`src/rtl/imem_fetch_if.sv`:
```
// imem_fetch_if: fetch-unit request/response bundle plus the shared instruction-memory port
interface imem_fetch_if #(
  parameter int NUM_REQ = 4,
  parameter int ADDR_W  = 32,
  parameter int DATA_W  = 32
);
  logic                      halt;
  logic [NUM_REQ-1:0]        req;
  logic [NUM_REQ*ADDR_W-1:0] addr;
  logic [NUM_REQ-1:0]        gnt;
  logic [NUM_REQ-1:0]        rvalid;
  logic [DATA_W-1:0]         rdata;
  logic                      err;
  logic                      busy;
  logic [ADDR_W-1:0]         mem_a;
  logic [DATA_W-1:0]         mem_rd;
  modport slave (input halt, req, addr, mem_rd, output gnt, rvalid, rdata, err, busy, mem_a);
  modport master (output halt, req, addr, mem_rd, input gnt, rvalid, rdata, err, busy, mem_a);
endinterface

```
`src/rtl/imem_fetch_arbiter.sv`:
```
// imem_fetch_arbiter: round-robin sharing of one combinational-read instruction memory port
module imem_fetch_arbiter #(
  parameter int NUM_REQ = 4,
  parameter int ADDR_W  = 32,
  parameter int DATA_W  = 32,
  parameter int DEPTH   = 64
) (
  input logic         clk,
  input logic         rst,
  imem_fetch_if.slave bus
);
  localparam int IW = NUM_REQ > 1 ? $clog2(NUM_REQ) : 1;
  typedef enum logic [1:0] {IDLE, FETCH, RESP} state_t;
  state_t state, state_nx;
  logic [IW-1:0] rr_ptr, win;
  logic [IW:0] s;
  logic found, take, oor, mis, err_q, oor_q;
  logic [NUM_REQ-1:0] elig;
  logic [ADDR_W-1:0] win_addr;
  logic [ADDR_W-1:0] a [NUM_REQ];
  for (genvar i = 0; i < NUM_REQ; i++) begin : g_a
    assign a[i] = bus.addr[i*ADDR_W +: ADDR_W];
  end
  // the requester being answered in RESP must not win again in that same cycle
  assign elig = bus.req & ~(state == RESP ? bus.rvalid : '0);
  always_comb begin
    found = 1'b0;
    win = '0;
    win_addr = '0;
    s = '0;
    for (int k = 0; k < NUM_REQ; k++) begin
      s = {1'b0, rr_ptr} + (IW+1)'(k);
      s = s >= (IW+1)'(NUM_REQ) ? s - (IW+1)'(NUM_REQ) : s;
      if (!found && elig[s[IW-1:0]]) begin
        found = 1'b1;
        win = s[IW-1:0];
        win_addr = a[s[IW-1:0]];
      end
    end
  end
  assign oor = win_addr[ADDR_W-1:2] >= (ADDR_W-2)'(DEPTH);
  assign mis = |win_addr[1:0];
  assign take = found && !bus.halt && state != FETCH;
  assign bus.busy = state != IDLE;
  always_comb state_nx = state == FETCH ? RESP : take ? FETCH : IDLE;
  always_ff @(posedge clk or posedge rst)
    if (rst) state <= IDLE;
    else state <= state_nx;
  always_ff @(posedge clk or posedge rst) begin
    if (rst) begin
      rr_ptr <= '0;
      bus.gnt <= '0;
      bus.rvalid <= '0;
      bus.rdata <= '0;
      bus.err <= 1'b0;
      bus.mem_a <= '0;
      err_q <= 1'b0;
      oor_q <= 1'b0;
    end else begin
      bus.rvalid <= state == FETCH ? bus.gnt : '0;
      if (state == FETCH) begin
        bus.rdata <= oor_q ? '0 : bus.mem_rd;
        bus.err <= err_q;
        bus.gnt <= '0;
      end else if (take) begin
        bus.gnt <= NUM_REQ'(1) << win;
        bus.mem_a <= {win_addr[ADDR_W-1:2], 2'b00};
        err_q <= oor | mis;
        oor_q <= oor;
        rr_ptr <= win == IW'(NUM_REQ-1) ? '0 : win + 1'b1;
      end
    end
  end
endmodule

```
`src/flat_wrapper.sv`:
```
// flat-port wrapper written by rule: the top's interface ports become plain ports
module imem_fetch_arbiter_flat 
#(
  parameter int NUM_REQ = 4,
  parameter int ADDR_W  = 32,
  parameter int DATA_W  = 32,
  parameter int DEPTH   = 64
)
  (clk, rst, bus_halt, bus_req, bus_addr, bus_mem_rd, bus_gnt, bus_rvalid, bus_rdata, bus_err, bus_busy, bus_mem_a);
  imem_fetch_if #(.NUM_REQ(NUM_REQ), .ADDR_W(ADDR_W), .DATA_W(DATA_W)) bus_i ();
  input logic clk;
  input logic rst;
  input wire logic [$bits(bus_i.halt)-1:0] bus_halt;
  input wire logic [$bits(bus_i.req)-1:0] bus_req;
  input wire logic [$bits(bus_i.addr)-1:0] bus_addr;
  input wire logic [$bits(bus_i.mem_rd)-1:0] bus_mem_rd;
  output wire logic [$bits(bus_i.gnt)-1:0] bus_gnt;
  output wire logic [$bits(bus_i.rvalid)-1:0] bus_rvalid;
  output wire logic [$bits(bus_i.rdata)-1:0] bus_rdata;
  output wire logic [$bits(bus_i.err)-1:0] bus_err;
  output wire logic [$bits(bus_i.busy)-1:0] bus_busy;
  output wire logic [$bits(bus_i.mem_a)-1:0] bus_mem_a;
  assign bus_i.halt = bus_halt;
  assign bus_i.req = bus_req;
  assign bus_i.addr = bus_addr;
  assign bus_i.mem_rd = bus_mem_rd;
  assign bus_gnt = bus_i.gnt;
  assign bus_rvalid = bus_i.rvalid;
  assign bus_rdata = bus_i.rdata;
  assign bus_err = bus_i.err;
  assign bus_busy = bus_i.busy;
  assign bus_mem_a = bus_i.mem_a;
  imem_fetch_arbiter #(.NUM_REQ(NUM_REQ), .ADDR_W(ADDR_W), .DATA_W(DATA_W), .DEPTH(DEPTH)) u_core (.clk(clk), .rst(rst), .bus(bus_i));
endmodule
```
`config.mk`:
```
export PLATFORM = sky130hd
export DESIGN_NAME = imem_fetch_arbiter_flat
export DESIGN_NICKNAME = d
export VERILOG_FILES = /design/src/rtl/imem_fetch_if.sv /design/src/rtl/imem_fetch_arbiter.sv /design/src/flat_wrapper.sv
export SDC_FILE = /design/constraint.sdc
export NUM_CORES = 1
export LEC_CHECK = 0
export CAP_MARGIN = 20
export CORE_AREA = 2 2 94 163
export DETAILED_ROUTE_END_ITERATION = 12
export DIE_AREA = 0 0 96 165
export HOLD_SLACK_MARGIN = 0.08
export PLACE_DENSITY = 0.95
export SETUP_SLACK_MARGIN = 0.5
export SLEW_MARGIN = 40
export SYNTH_ARGS = -nofsm -noshare
export SYNTH_HDL_FRONTEND = slang
export SYNTH_SLANG_ARGS = --single-unit
export TNS_END_PERCENT = 1
```
`constraint.sdc`:
```
create_clock -name clk -period 7.4 [get_ports clk]
set_clock_uncertainty 0.1 [all_clocks]
set_input_delay 1.48 -clock clk [delete_from_list [all_inputs] [get_ports clk]]
set_output_delay 1.48 -clock clk [all_outputs]
set_load 0.005 [all_outputs]
```
* After elaboration in Yosys (flattened, before gate mapping)
Cells that the tools add are included.
** Word-level totals
- Flip-flop bits (word level) :: 77
- Latch bits :: 0
- Memory bits (writable) :: 0
- Bits in read-only memories :: 0
- Input port bits :: 167
- Output and inout port bits :: 74
- Word-level logic and storage cells :: 100
- Memories kept :: 0
** Cells by class
- Add/subtract/negate cells :: 8
- Multiply operators :: 0
- Div/mod/pow operators :: 0
- $lt $le $gt $ge :: 13
- Equality and inequality tests :: 4
- Shifts and indexed selects :: 1
- Mux-type cells :: 44
- Bitwise logic cells :: 8
- Reductions and logical operators :: 13
** Operator list (number)
- 32-bit 2-to-1 mux :: 13
- 32-bit binary-select mux with 2-bit select :: 4
- 30-bit by 7-bit >= comparator with 1-bit output, second input constant :: 1
- 3-bit >= comparator, second input constant :: 7
- 2-bit 2-to-1 mux :: 10
- 4-bit 2-to-1 mux :: 4
- 2-bit by 3-bit < comparator with 1-bit output, second input constant :: 4
- 2-bit inverter with 3-bit output :: 4
- 1-bit 2-to-1 mux :: 9
- 1-bit binary-select mux with 2-bit select :: 4
- 2-bit by 1-bit subtractor with 2-bit output, second input constant :: 4
- 2-bit by 2-bit adder with 3-bit output, second input constant :: 2
- 1-bit logical AND :: 5
- 4-bit AND :: 1
- 2-bit == test, second input constant :: 2
- 1-bit logical NOT :: 4
- 4-bit inverter :: 1
- 2-bit nonzero test :: 2
- 1-bit by 2-bit << shifter with 4-bit output, first input constant :: 1
- 2-bit by 1-bit adder with 3-bit output, second input constant :: 1
- 2-bit by 3-bit >= comparator with 1-bit output, second input constant :: 1
- 2-bit by 1-bit adder with 2-bit output, second input constant :: 1
- 2-bit by 1-bit == test with 1-bit output, second input constant :: 1
- 2-bit by 1-bit != test with 1-bit output, second input constant :: 1
- 4 further kinds :: 4

* Depth between registers and ports, before layout
Gate-level depths: netlist (run 1).
- Word-level depth :: 20
- Mapped depth :: 15
- Depth with buffers taken out :: 10

* Least setup slack after synthesis (run 1)
OpenSTA, ideal clock, no wires.
- Path kind :: in2reg
- From :: in bus_req[2]
- To :: reg u_core.err_q
- Library setup time :: 0.135 ns
- Arrival time :: 3.635 ns
- Data required time :: 7.165 ns
- Path slack :: 3.529 ns
- Cell stages on the path :: 11
- Path buffers :: 2
- Cells stage by stage :: clkbuf_2 -> inv_1 -> o211ai_4 -> o22ai_2 -> buf_6 -> a32oi_1 -> a22oi_1 -> a211o_1 -> or4_4 -> nor4_4 -> a31oi_1
** Between the ends
- Word-level cells in the longest chain between the ends :: 16
- Elaborated cells between the ends (all ways) :: 29
- Classes of those cells :: order compare (1); mux (16); bitwise (2); reduce/logical (10)
** Ends and longest elaborated chain
- start, declared :: RTL line flat_wrapper.sv:14 : input wire logic [$bits(bus_i.req)-1:0] bus_req;
- 4-bit AND * :: RTL line imem_fetch_arbiter.sv:25 : assign elig = bus.req & ~(state == RESP ? bus.rvalid : '0);
- branches (longest 15 deep; another with 32-bit 2-to-1 mux)
- end signal, assigned :: RTL line imem_fetch_arbiter.sv:68 : err_q <= oor | mis;
- end, declared :: RTL line imem_fetch_arbiter.sv:17 : logic found, take, oor, mis, err_q, oor_q;
Every way passes the cells marked *. The select of a mux whose other input is x is not followed.
A chain may end at the register's enable or synchronous reset.

* Final worst setup path (run 1)
Same ends and word-level chain as after synthesis.

==> metrics.md, run 1 <==
| Metric | Value |
|---|---|
| Worst path cell trace | clkdlybuf4s50_1, inv_1, nor2_1, buf_4, a41oi_2, nand2_1, a221o_1, or4_4, nor4_4, a31oi_1 |
| Most frequent cells in the layout | clkdlybuf4s50_1, nand2_1, dfrtp_1 |
| Worst skew pair latency | 0.35 ns |
| CP top delay family | simple AND/OR/NAND/NOR gates |
| Status | finished, final reports clean |
| I/O Buffers | 238 |
| Bufs on Longest Clock Path | 2 |
| Post-Layout Cell Count | 1231 |
| Sequential share of the synthesized area | 26.50% |
| Endpoints failing hold | 0 |
| Cts hold-fix bufs | 0 |
| Required @ worst endpoint | 7.52 ns |
| Hold crit path type | reg2reg |
| Area grow syn2layout | 37.22% |
| Max-slew violation count | 0 |
| Antenna violations before repair | 0 |
| Die Height | 165 um |
| Routed WL | 28.79 mm |
| H-tree depth | 3 |
| Total congestion overflow | 0 |
| CP bufs+invs | 3 |
| IO Pins | 241 |
| Pwr Total | 2.985 mW |
| Worst Path Max Fanout | 13 |
| Endpoints failing setup | 0 |
| Max incr delay on CP | 0.67 ns |
| CP arrival | 5.01 ns |
| Most common cell after layout, fill and taps aside | clkdlybuf4s50_1 |
| Fill cells | 1137 |
| DR DRC count | 0 |
| DP Worst Slack | 2.217 ns |
| WS Path Type | in2reg |
| Max-Cap Viols | 0 |
| Iteration-0 DRC Markers | 757 |
| Total negative slack | 0 ns |
| Synth async-reset ratio | 100.0% |
| Most Crowded Layer GR | met2 |
| Post-DR wirelength/cell | 23.39 um |
| Nets@finish | 1217 |
| RSZ-0062 raised after global routing | false |
| Vias per inst | 6.582 |
| Slowest-stage cell, CP | a41oi_2 |
| TritonCTS clock tree | done |
| Met3 usage in global routing | 7.984% |
| Crit share post-route | 66.08% |
| PD cells | 299.2 nW/um2 |
| Dpl hpwl | 21.45 mm |
| Antenna cell count | 0 |
| Slew headroom | 49.06% |
| Core area | 14440 um2 |
| Yosys cell types | 77 |
| DRT Pass-1 Iters | 6 |
| Fin crit period | 4.890 ns |
| Full die area | 15840 um2 |
| CTS Sinks | 77 |
| Detail Route Antenna Nets | 0 |
| Critical Path End Type | register |
| Startpoint Class | input port |
| Setup ws final | 2.510 ns |
| TritonCTS buffer count | 9 |
| Avg Cell Area, Syn | 8.494 um2 |
| Post-CTS setup buffers | 0 |
| Prevailing post-synth register cell | dfrtp_1 |
| Via count | 8103 |
| Number of instances in the placed design | 1215 |
| Mapped Cells | 856 |
| Tightest Pin Transition | 0.7641 ns |
| Synthesis-stage register bit count | 77 |
| Resized Gates After CTS | 0 |
| Clock tree root buffer cell | clkbuf_16 |
| Met2 Use GR | 62.37% |
| Initial Util | 50.35% |
| GPL Wtd Cong | 1.038 |
| Pleak | 4.025 nW |
| Row count | 58 |
| Post-synth EDFFs | 0 |
| First-pass GRT wire length | 43.39 mm |
| Mapped cell area | 7271 um2 |
| Syn. warnings | 0 |
| Layout cell share with drive strength beyond 1 | 11.61% |
| Maximum vdd drop | 0.1844 mV |
| Gr usage total | 36.25% |
| Vias in the first global route | 8158 |
| Maximum clock frequency | 204.5 MHz |
| Worst-path clk slew | 0.07 ns |
| M1 GR Usage | 37.49% |
| Largest net degree at the start of global routing | 78 |
| DIE WIDTH | 96 um |
==> stage by stage <==
step	cell area [um2]	utilization [%]	hold slack (ns)
6_report	9977	69.09	0.3665
5_1_grt	9977	69.09	0.3826
4_1_cts	9967	69.02	0.3689
3_5_place_dp	9664	66.92	0.3549
3_3_place_gp	9623	66.63	0.3496
2_1_floorplan	7274	-	0.3394
==> kinds of logic (layout without fill, tap and decap cells) <==
group / Yosys count / after routing / share of synthesized area (%)
AOI/OAI and AO/OA: 248 / 248 / 23.97
xor gates and xnor gates: 1 / 1 / 0.1205
adders and majority gates: 4 / 4 / 0.6884
buffers and inverters: 96 / 290 / 6.230
DFF: 77 / 77 / 26.50
muxes: 112 / 112 / 21.75
other: 1 / 2 / 0.05158
and+or+nand+nor: 317 / 317 / 20.69
==> worst min-delay path, cell delays in order, from the launching register on <==
cell and delay [ns]:
dfrtp_1 0.34, nand2_1 0.05, nand2_1 0.05
==> sequential cells by signal, indices dropped and copies added (netlist names) <==
name	cells
u_core.bus.rdata	32
u_core.bus.mem_a	30
u_core.bus.gnt	4
u_core.bus.rvalid	4
u_core.rr_ptr	2
u_core.state	2
u_core.bus.err	1
u_core.err_q	1
u_core.oor_q	1
==> worst paths after layout <==
path	startpoint	to	slack (ns)	cells after the start
max	bus_req[2]	u_core.err_q	2.51	10
min	u_core.bus.rdata[9]	u_core.bus.rdata[9]	0.37	2
max reg2reg	u_core.rr_ptr[1]	u_core.err_q	3.18	10
min reg2reg	u_core.bus.rdata[9]	u_core.bus.rdata[9]	0.37	2
max in group asynchronous	rst	u_core.rr_ptr[1]	5.10	3
min in group asynchronous	rst	u_core.bus.rdata[17]	1.53	3
==> layer usage <==
metal | part of all wire [%] | wire length, um
met1 | 33 | 9360
met2 | 50 | 14540
met3 | 8.6 | 2482
met4 | 8.4 | 2412
met5 | 0 | 0
==> synthesized netlist by cell type, drive strengths merged, types with 3 or more instances <==
master	number	share of area (%)
a211oi	14	1.5
nand4	6	0.52
o22a	4	0.50
ha	4	0.69
and3	3	0.26
o21ai	50	3.8
o211ai	10	1.3
mux2i	50	6.9
and2	7	0.62
clkbuf	34	1.8
dfrtp	77	27
o221ai	10	1.2
a21o	3	0.31
nor4	4	0.55
nor2b	5	0.43
nand3b	37	3.8
nand3	16	1.1
a2111oi	4	0.57
a21oi	58	4.1
nor3	12	0.83
a31oi	22	1.9
nand2b	3	0.26
mux2	28	4.3
o22ai	15	1.5
a221oi	16	2.0
a32oi	6	0.98
buf	39	3.3
and3b	4	0.50
nor2	62	3.2
nand2	150	7.7
a22oi	14	1.4
inv	23	1.2
mux4	34	11
==> layout make-up <==
class / count / area (um2) / share of cell area [%]
multi-input cells: 684 / 4926 / 49.37
repair buffers: 251 / 2500 / 25.06
flip-flops and latches: 77 / 1936 / 19.40
clock buffers: 9 / 225.2 / 2.257
well taps: 180 / 225.2 / 2.257
inverters: 23 / 87.58 / 0.8779
clock inverters: 7 / 77.57 / 0.7775
==> report_power, final <==
group / internal (mW) / switching [mW] / total (mW)
clock: 0.267 / 0.211 / 0.478
sequential: 0.518 / 0.123 / 0.641
combinational: 0.849 / 1.02 / 1.87
total: 1.63 / 1.35 / 2.98
No activity file was read; power rests on OpenSTA's default activity.
==> run 2: changes to the inputs <==
Settings changed: CORE_AREA 2 2 94 163 to 2 2 102 178, DIE_AREA 0 0 96 165 to 0 0 104 180, PLACE_DENSITY 0.95 to 0.86.
Clock period 7.4 ns to 3.9 ns, I/O delays scaled along.
==> metrics.md, run 2 (same netlist as run 1, synthesis figures left out) <==
| Metric | Value |
|---|---|
| Status | finished, final reports clean (unchanged) |
| CP top delay family | compound AO/OA/AOI/OAI gates (was simple AND/OR/NAND/NOR gates) |
| Top Registers | u_core.bus.rdata: 32 flops, u_core.bus.mem_a: 30 flops (unchanged) |
| Multi-input logic area | 4989 um2 (was 4926 um2) |
| Worst-path clk slew | 0.07 ns (about the same) |
| Bufs on Longest Clock Path | 2 (unchanged) |
| Most common cell after layout, fill and taps aside | clkdlybuf4s50_1 (unchanged) |
| Most frequent cells in the layout | clkdlybuf4s50_1, nand2_1, dfrtp_1 (unchanged) |
| Required @ worst endpoint | 4.06 ns (was 7.52 ns) |
| Endpoints failing hold | 0 (unchanged) |
| Antenna violations before repair | 0 (unchanged) |
| IO Pins | 241 (unchanged) |
| Vias in the first global route | 8398 (was 8158) |
| Worst path cell trace | nand3b_1, a21oi_1, a22oi_1, buf_4, mux2i_2, buf_4, buf_4, a22oi_1, a21oi_1, a221oi_1, o21ai_0 (was clkdlybuf4s50_1, inv_1, nor2_1, buf_4, a41oi_2, nand2_1, a221o_1, or4_4, nor4_4, a31oi_1) |
| Worst r2r path cells | 11 (was 10) |
| Via count | 8285 (was 8103) |
| Reg2reg start | u_core.state[0] (was u_core.rr_ptr[1]) |
| I/O Buffers | 238 (unchanged) |
| Final Cell Area | 10590 um2 (was 9977 um2) |
| WS Path Type | reg2reg (was in2reg) |
| Critical path startpoint | u_core.state[0] (was bus_req[2]) |
| Crit path capture | u_core.bus.mem_a[3] (was u_core.err_q) |
| Most common cell on crit path | buf_4 |
| Initial Util | 42.04% (was 50.35%) |
| Worst skew pair latency | 0.35 ns (about the same) |
| Dpl hpwl | 23.80 mm (was 21.45 mm) |
| Full die area | 18720 um2 (was 15840 um2) |
| Reg with most FFs | u_core.bus.rdata (unchanged) |
| Storage cell area | 1936 um2 (unchanged) |
| Tightest Pin Transition | 0.6798 ns (was 0.7641 ns) |
| Cts hold-fix bufs | 0 (unchanged) |
| CP arrival | 3.44 ns (was 5.01 ns) |
| Slew headroom | 54.61% (was 49.06%) |
| R2r setup slk | 0.62 ns (was 3.18 ns) |
| Worst R2R End | u_core.bus.mem_a[3] (was u_core.err_q) |
| Layout cell share with drive strength beyond 1 | 17.95% (was 11.61%) |
| P_sw | 2.637 mW (was 1.351 mW) |
| Post-DP Area | 10220 um2 (was 9664 um2) |
| RSZ-0062 raised after global routing | false (unchanged) |
| Clock tree root buffer cell | clkbuf_16 (unchanged) |
| Crit share post-route | 84.05% |
| Comb power frac | 66.8% (was 62.5%) |
| Crit path depth | 11 (was 10) |
| Gr usage total | 32.13% (was 36.25%) |
| Maximum clock frequency | 305.1 MHz |
| Iteration-0 DRC Markers | 607 (was 757) |
| Fin crit period | 3.278 ns |
| First-pass GRT wire length | 46.85 mm (was 43.39 mm) |
| CTS Sinks | 77 (unchanged) |
| PD cells | 560.8 nW/um2 (was 299.2 nW/um2) |
| Startpoint Class | register (was input port) |
| CP bufs+invs | 3 (unchanged) |
| Number of instances in the placed design | 1329 (was 1215) |
| Endpoints failing setup | 0 (unchanged) |
| Layout Utilization | 61.23% (was 69.09%) |
| Hold depth | 2 (unchanged) |
| Total congestion overflow | 0 (unchanged) |
| Register share of total power | 19.7% (was 21.5%) |
| Hold crit path type | reg2reg (unchanged) |
| Core area | 17300 um2 (was 14440 um2) |
| Int Pwr | 3.303 mW (was 1.634 mW) |
| TritonCTS buffer count | 9 (unchanged) |
| DR DRC count | 0 (unchanged) |
| Post-DR wirelength/cell | 22.59 um (was 23.39 um) |
| Critical Path End Type | register (unchanged) |
| Nets@finish | 1281 (was 1217) |
| Maximum vdd drop | 0.4998 mV (was 0.1844 mV) |
| Antenna cell count | 0 (unchanged) |
| Slowest-stage cell, CP | a21oi_1 (was a41oi_2) |
| Max-slew violation count | 0 (unchanged) |
| Sw frac | 44.39% (was 45.27%) |
| Pleak | 4.357 nW (was 4.025 nW) |
| DIE WIDTH | 104 um (was 96 um) |
| Min-delay src | u_core.bus.rdata[0] (was u_core.bus.rdata[9]) |
| Max-Cap Viols | 0 (unchanged) |
| Area grow syn2layout | 45.67% (was 37.22%) |
| Row count | 64 (was 58) |
| Max reg flops | 32 (unchanged) |
| Largest net degree at the start of global routing | 83 (was 78) |
| TritonCTS clock tree | done (unchanged) |
| Worst Path Max Fanout | 12 (was 13) |
| Vias per inst | 6.160 (was 6.582) |
| Max incr delay on CP | 0.59 ns (was 0.67 ns) |
| H-tree depth | 3 (unchanged) |
| Clock power share | 13.5% (was 16.0%) |
| Die Height | 180 um (was 165 um) |
| DRT Pass-1 Iters | 5 (was 6) |
| Routed WL | 30.38 mm (was 28.79 mm) |
| GPL Wtd Cong | 0.9991 (was 1.038) |
| Detail Route Antenna Nets | 0 (unchanged) |
| Post-Layout Cell Count | 1345 (was 1231) |
| Fill cells | 1520 (was 1137) |
==> run 2: repair_timing <==
item	4_1_cts	5_1_grt
endpoints found under the setup margin	8	13
buffers inserted	0	1
gates resized for setup	4	20
pin swaps	0	5
==> run 2: power groups by stage <==
stage               combinational (mW)  clock [mW]  sequential, mW
floorplan                         2.34           0            1.10
CTS                               3.82       0.802            1.19
global placement                  3.73           0            1.19
finish                            3.97       0.800            1.17
detailed placement                3.80           0            1.20
global route                      4.23       0.840            1.20
==> run 2: layer usage <==
layer	global-route usage, %	wire length [um]
met1	32.97	10110
met2	56.68	15420
met3	6.454	2148
met4	24.59	2704
met5	0	0
==> run 2: stage by stage <==
step | setup TNS, ns | hold slack, ns | power [mW] | setup slack (ns)
floorplan | 0 | 0.3394 | 3.442 | 0.7295
global placement | -0.9753 | 0.3495 | 4.924 | -0.4531
detailed placement | -0.2009 | 0.3554 | 5.000 | -0.08569
CTS | 0 | 0.3681 | 5.812 | 0.3108
global route | 0 | 0.3840 | 6.270 | 0.5215
finish | 0 | 0.3620 | 5.940 | 0.6221
==> run 2: layout make-up <==
type,instances,share of cell area (%)
multi-input cells,684,47.10
repair buffers,315,28.55
flip-flops and latches,77,18.28
well taps,231,2.729
clock buffers,10,2.162
inverters,23,0.8387
clock inverters,5,0.3426
==> run 2: how the worst min path moves through the flow <==
stage | to | slack (ns)
floorplan | u_core.bus.err | 0.34
global placement | u_core.bus.rdata[14] | 0.35
detailed placement | u_core.bus.rdata[12] | 0.36
CTS | u_core.bus.rdata[0] | 0.37
global route | u_core.bus.rdata[1] | 0.38
finish | u_core.bus.rdata[0] | 0.36
==> run 2: tightest hold or removal path, cell delays in order (launching register included) <==
cell and delay [ns]:
dfrtp_1 0.34, nand2_1 0.05, nand2_1 0.05
==> run 3: changes to the inputs <==
Settings changed: CORE_AREA 2 2 102 178 to 2 2 97 168, DIE_AREA 0 0 104 180 to 0 0 99 170, PLACE_DENSITY 0.86 to 0.91.
Clock period 3.9 ns to 3.11 ns, I/O delays scaled along.
==> metrics.md, run 3 (same netlist as run 1, synthesis figures left out) <==
| Metric | Value |
|---|---|
| Max reg flops | 32 (unchanged) |
| Initial Util | 47.24% (was 42.04%) |
| Maximum clock frequency | 340.3 MHz (was 305.1 MHz) |
| Worst R2R End | u_core.err_q (was u_core.bus.mem_a[3]) |
| Met2 Use GR | 61.13% (was 56.68%) |
| Endpoints failing hold | 0 (unchanged) |
| Gr usage total | 35.07% (was 32.13%) |
| WS Path Type | reg2reg (unchanged) |
| Antenna violations before repair | 0 (unchanged) |
| PD cells | 702.5 nW/um2 (was 560.8 nW/um2) |
| Slew headroom | 60.79% (was 54.61%) |
| Maximum vdd drop | 0.4109 mV (was 0.4998 mV) |
| Most Crowded Layer GR | met2 (unchanged) |
| Required @ worst endpoint | 3.23 ns (was 4.06 ns) |
| Top Registers | u_core.bus.rdata: 32 flops, u_core.bus.mem_a: 30 flops (unchanged) |
| M1 GR Usage | 34.97% (was 32.97%) |
| Iteration-0 DRC Markers | 673 (was 607) |
| Crit path capture | u_core.err_q (was u_core.bus.mem_a[3]) |
| Status | finished, final reports clean (unchanged) |
| Routed WL | 30.25 mm (was 30.38 mm) |
| DR DRC count | 0 (unchanged) |
| Via count | 8667 (was 8285) |
| Critical path startpoint | u_core.state[1] (was u_core.state[0]) |
| Worst Path Max Fanout | 7 (was 12) |
| I/O Buffers | 238 (unchanged) |
| Worst-path clk slew | 0.07 ns (about the same) |
| TritonCTS clock tree | done (unchanged) |
| RSZ-0062 raised after global routing | true (was false) |
| Worst path cell trace | and3b_2, buf_4, o2111a_2, o21ai_4, o22a_1, o21ai_1, a211o_1, or4_4, nor4_4, a31oi_1 (was nand3b_1, a21oi_1, a22oi_1, buf_4, mux2i_2, buf_4, buf_4, a22oi_1, a21oi_1, a221oi_1, o21ai_0) |
| Row count | 60 (was 64) |
| Vias in the first global route | 8717 (was 8398) |
| Reg2reg start | u_core.state[1] (was u_core.state[0]) |
| Full die area | 16830 um2 (was 18720 um2) |
| Die Height | 170 um (was 180 um) |
| Startpoint Class | register (unchanged) |
| Tightest Pin Transition | 0.5837 ns (was 0.6798 ns) |
| Cts hold-fix bufs | 0 (unchanged) |
| CP arrival | 3.06 ns (was 3.44 ns) |
| Endpoints failing setup | 0 (unchanged) |
| Largest net degree at the start of global routing | 76 (was 83) |
| Dpl hpwl | 23.53 mm (was 23.80 mm) |
| Setup ws final | 0.1714 ns (was 0.6221 ns) |
| Slowest-stage cell, CP | or4_4 (was a21oi_1) |
| Max-Cap Viols | 0 (unchanged) |
| Multi-input logic area | 5061 um2 (was 4989 um2) |
| Reg with most FFs | u_core.bus.rdata (unchanged) |
| Most frequent cells in the layout | clkdlybuf4s50_1, nand2_1, buf_4 (was clkdlybuf4s50_1, nand2_1, dfrtp_1) |
| Post-Layout Cell Count | 1364 (was 1345) |
| Vias per inst | 6.354 (was 6.160) |
| Crit share post-route | 94.49% (was 84.05%) |
| Detail Route Antenna Nets | 0 (unchanged) |
| R2r setup slk | 0.17 ns (was 0.62 ns) |
| Layout Utilization | 72.67% (was 61.23%) |
| Worst r2r path cells | 10 (was 11) |
| TritonCTS buffer count | 9 (unchanged) |
| H-tree depth | 3 (unchanged) |
| Core area | 15390 um2 (was 17300 um2) |
| Most common cell after layout, fill and taps aside | clkdlybuf4s50_1 (unchanged) |
| Pwr Total | 7.857 mW (was 5.940 mW) |
| Critical Path End Type | register (unchanged) |
| Clock tree root buffer cell | clkbuf_16 (unchanged) |
| Max incr delay on CP | 0.52 ns (was 0.59 ns) |
| Hold crit path type | reg2reg (unchanged) |
| GPL Wtd Cong | 1.032 (was 0.9991) |
| Max-slew violation count | 0 (unchanged) |
| Nets@finish | 1344 (was 1281) |
| Area grow syn2layout | 53.83% (was 45.67%) |
| Layout cell share with drive strength beyond 1 | 23.17% (was 17.95%) |
| Pleak | 4.700 nW (was 4.357 nW) |
| DP Worst Slack | -0.4917 ns (was -0.08569 ns) |
| Antenna cell count | 0 (unchanged) |
| CTS Sinks | 77 (unchanged) |
| Fill cells | 1122 (was 1520) |
| Met3 usage in global routing | 8.049% (was 6.454%) |
| First-pass GRT wire length | 46.02 mm (was 46.85 mm) |
| Post-DR wirelength/cell | 22.18 um (was 22.59 um) |
| Worst skew pair latency | 0.35 ns (about the same) |
| Storage cell area | 1938 um2 (was 1936 um2) |
| IO Pins | 241 (unchanged) |
| DIE WIDTH | 99 um (was 104 um) |
| Fin crit period | 2.939 ns (was 3.278 ns) |
| Bufs on Longest Clock Path | 2 (unchanged) |
| DRT Pass-1 Iters | 9 (was 5) |
| Total congestion overflow | 0 (unchanged) |
| Number of instances in the placed design | 1336 (was 1329) |
| Total negative slack | 0 ns (unchanged) |
run 3: cell count changes in the layout (fill, tap and decap cells not counted), moves of 3 or more:
cell | previous run | this run
buf_4 | 71 | 128
buf_12 | 4 | 8
a211oi_1 | 10 | 7
dlygate4sd2_1 | 1 | 4
dlymetal6s2s_1 | 3 | 0
nand2_1 | 147 | 150
nand2_2 | 3 | 0
run 3: report_power, final:
group	total (mW)	leakage (nW)	internal, mW	switching, mW
Sequential	1.46	0.992	1.23	0.230
Combinational	5.23	3.56	2.61	2.62
Clock	1.16	0.149	0.644	0.515
Total	7.86	4.70	4.49	3.37
run 3: cell type report:
| cell class | count | area share (%) |
|---|---|---|
| clock buffers | 9 | 2.014 |
| clock inverters | 7 | 0.8278 |
| inverters | 23 | 0.8166 |
| multi-input cells | 684 | 45.25 |
| flip-flops and latches | 77 | 17.33 |
| well taps | 186 | 2.081 |
| repair buffers | 378 | 31.68 |
run 3: worst min path at each step:
stage | slack (ns) | startpoint | end | cells past startpoint
floorplan | 0.34 | u_core.err_q | u_core.bus.err | 2
global placement | 0.35 | u_core.bus.rdata[22] | u_core.bus.rdata[22] | 2
detailed placement | 0.35 | u_core.bus.rdata[26] | u_core.bus.rdata[26] | 2
CTS | 0.37 | u_core.bus.rdata[22] | u_core.bus.rdata[22] | 2
global route | 0.39 | u_core.bus.rdata[5] | u_core.bus.rdata[5] | 2
finish | 0.37 | u_core.bus.rdata[5] | u_core.bus.rdata[5] | 2
run 3: what timing repair did:
action | in CTS | in global routing
pin swaps | 14 | 2
gates cloned | 1 | 0
gates resized for setup | 29 | 11
setup endpoints to repair | 37 | 26
buffers inserted | 10 | 1
run 3: per-stage QoR:
step	cell area [um2]	hold slack (ns)
after global routing	11180	0.3880
after detailed placement	10640	0.3547
final	11180	0.3656
after global placement	10640	0.3488
after floorplan	7373	0.3394
after CTS	11130	0.3689
run 3: metal layers:
metal  vias up  share of wire [%]
met5         -                  0
met4         0                8.7
li1       3870                  -
met2       548                 51
met1      4083                 32
met3       166                8.4
run 3: critical path: cells and delay by family, from the launching register on:
family	cells	cell delay, ns
flops	1	0.44
compound gates	6	1.16
buf+inv	1	0.17
simple gates	3	0.94
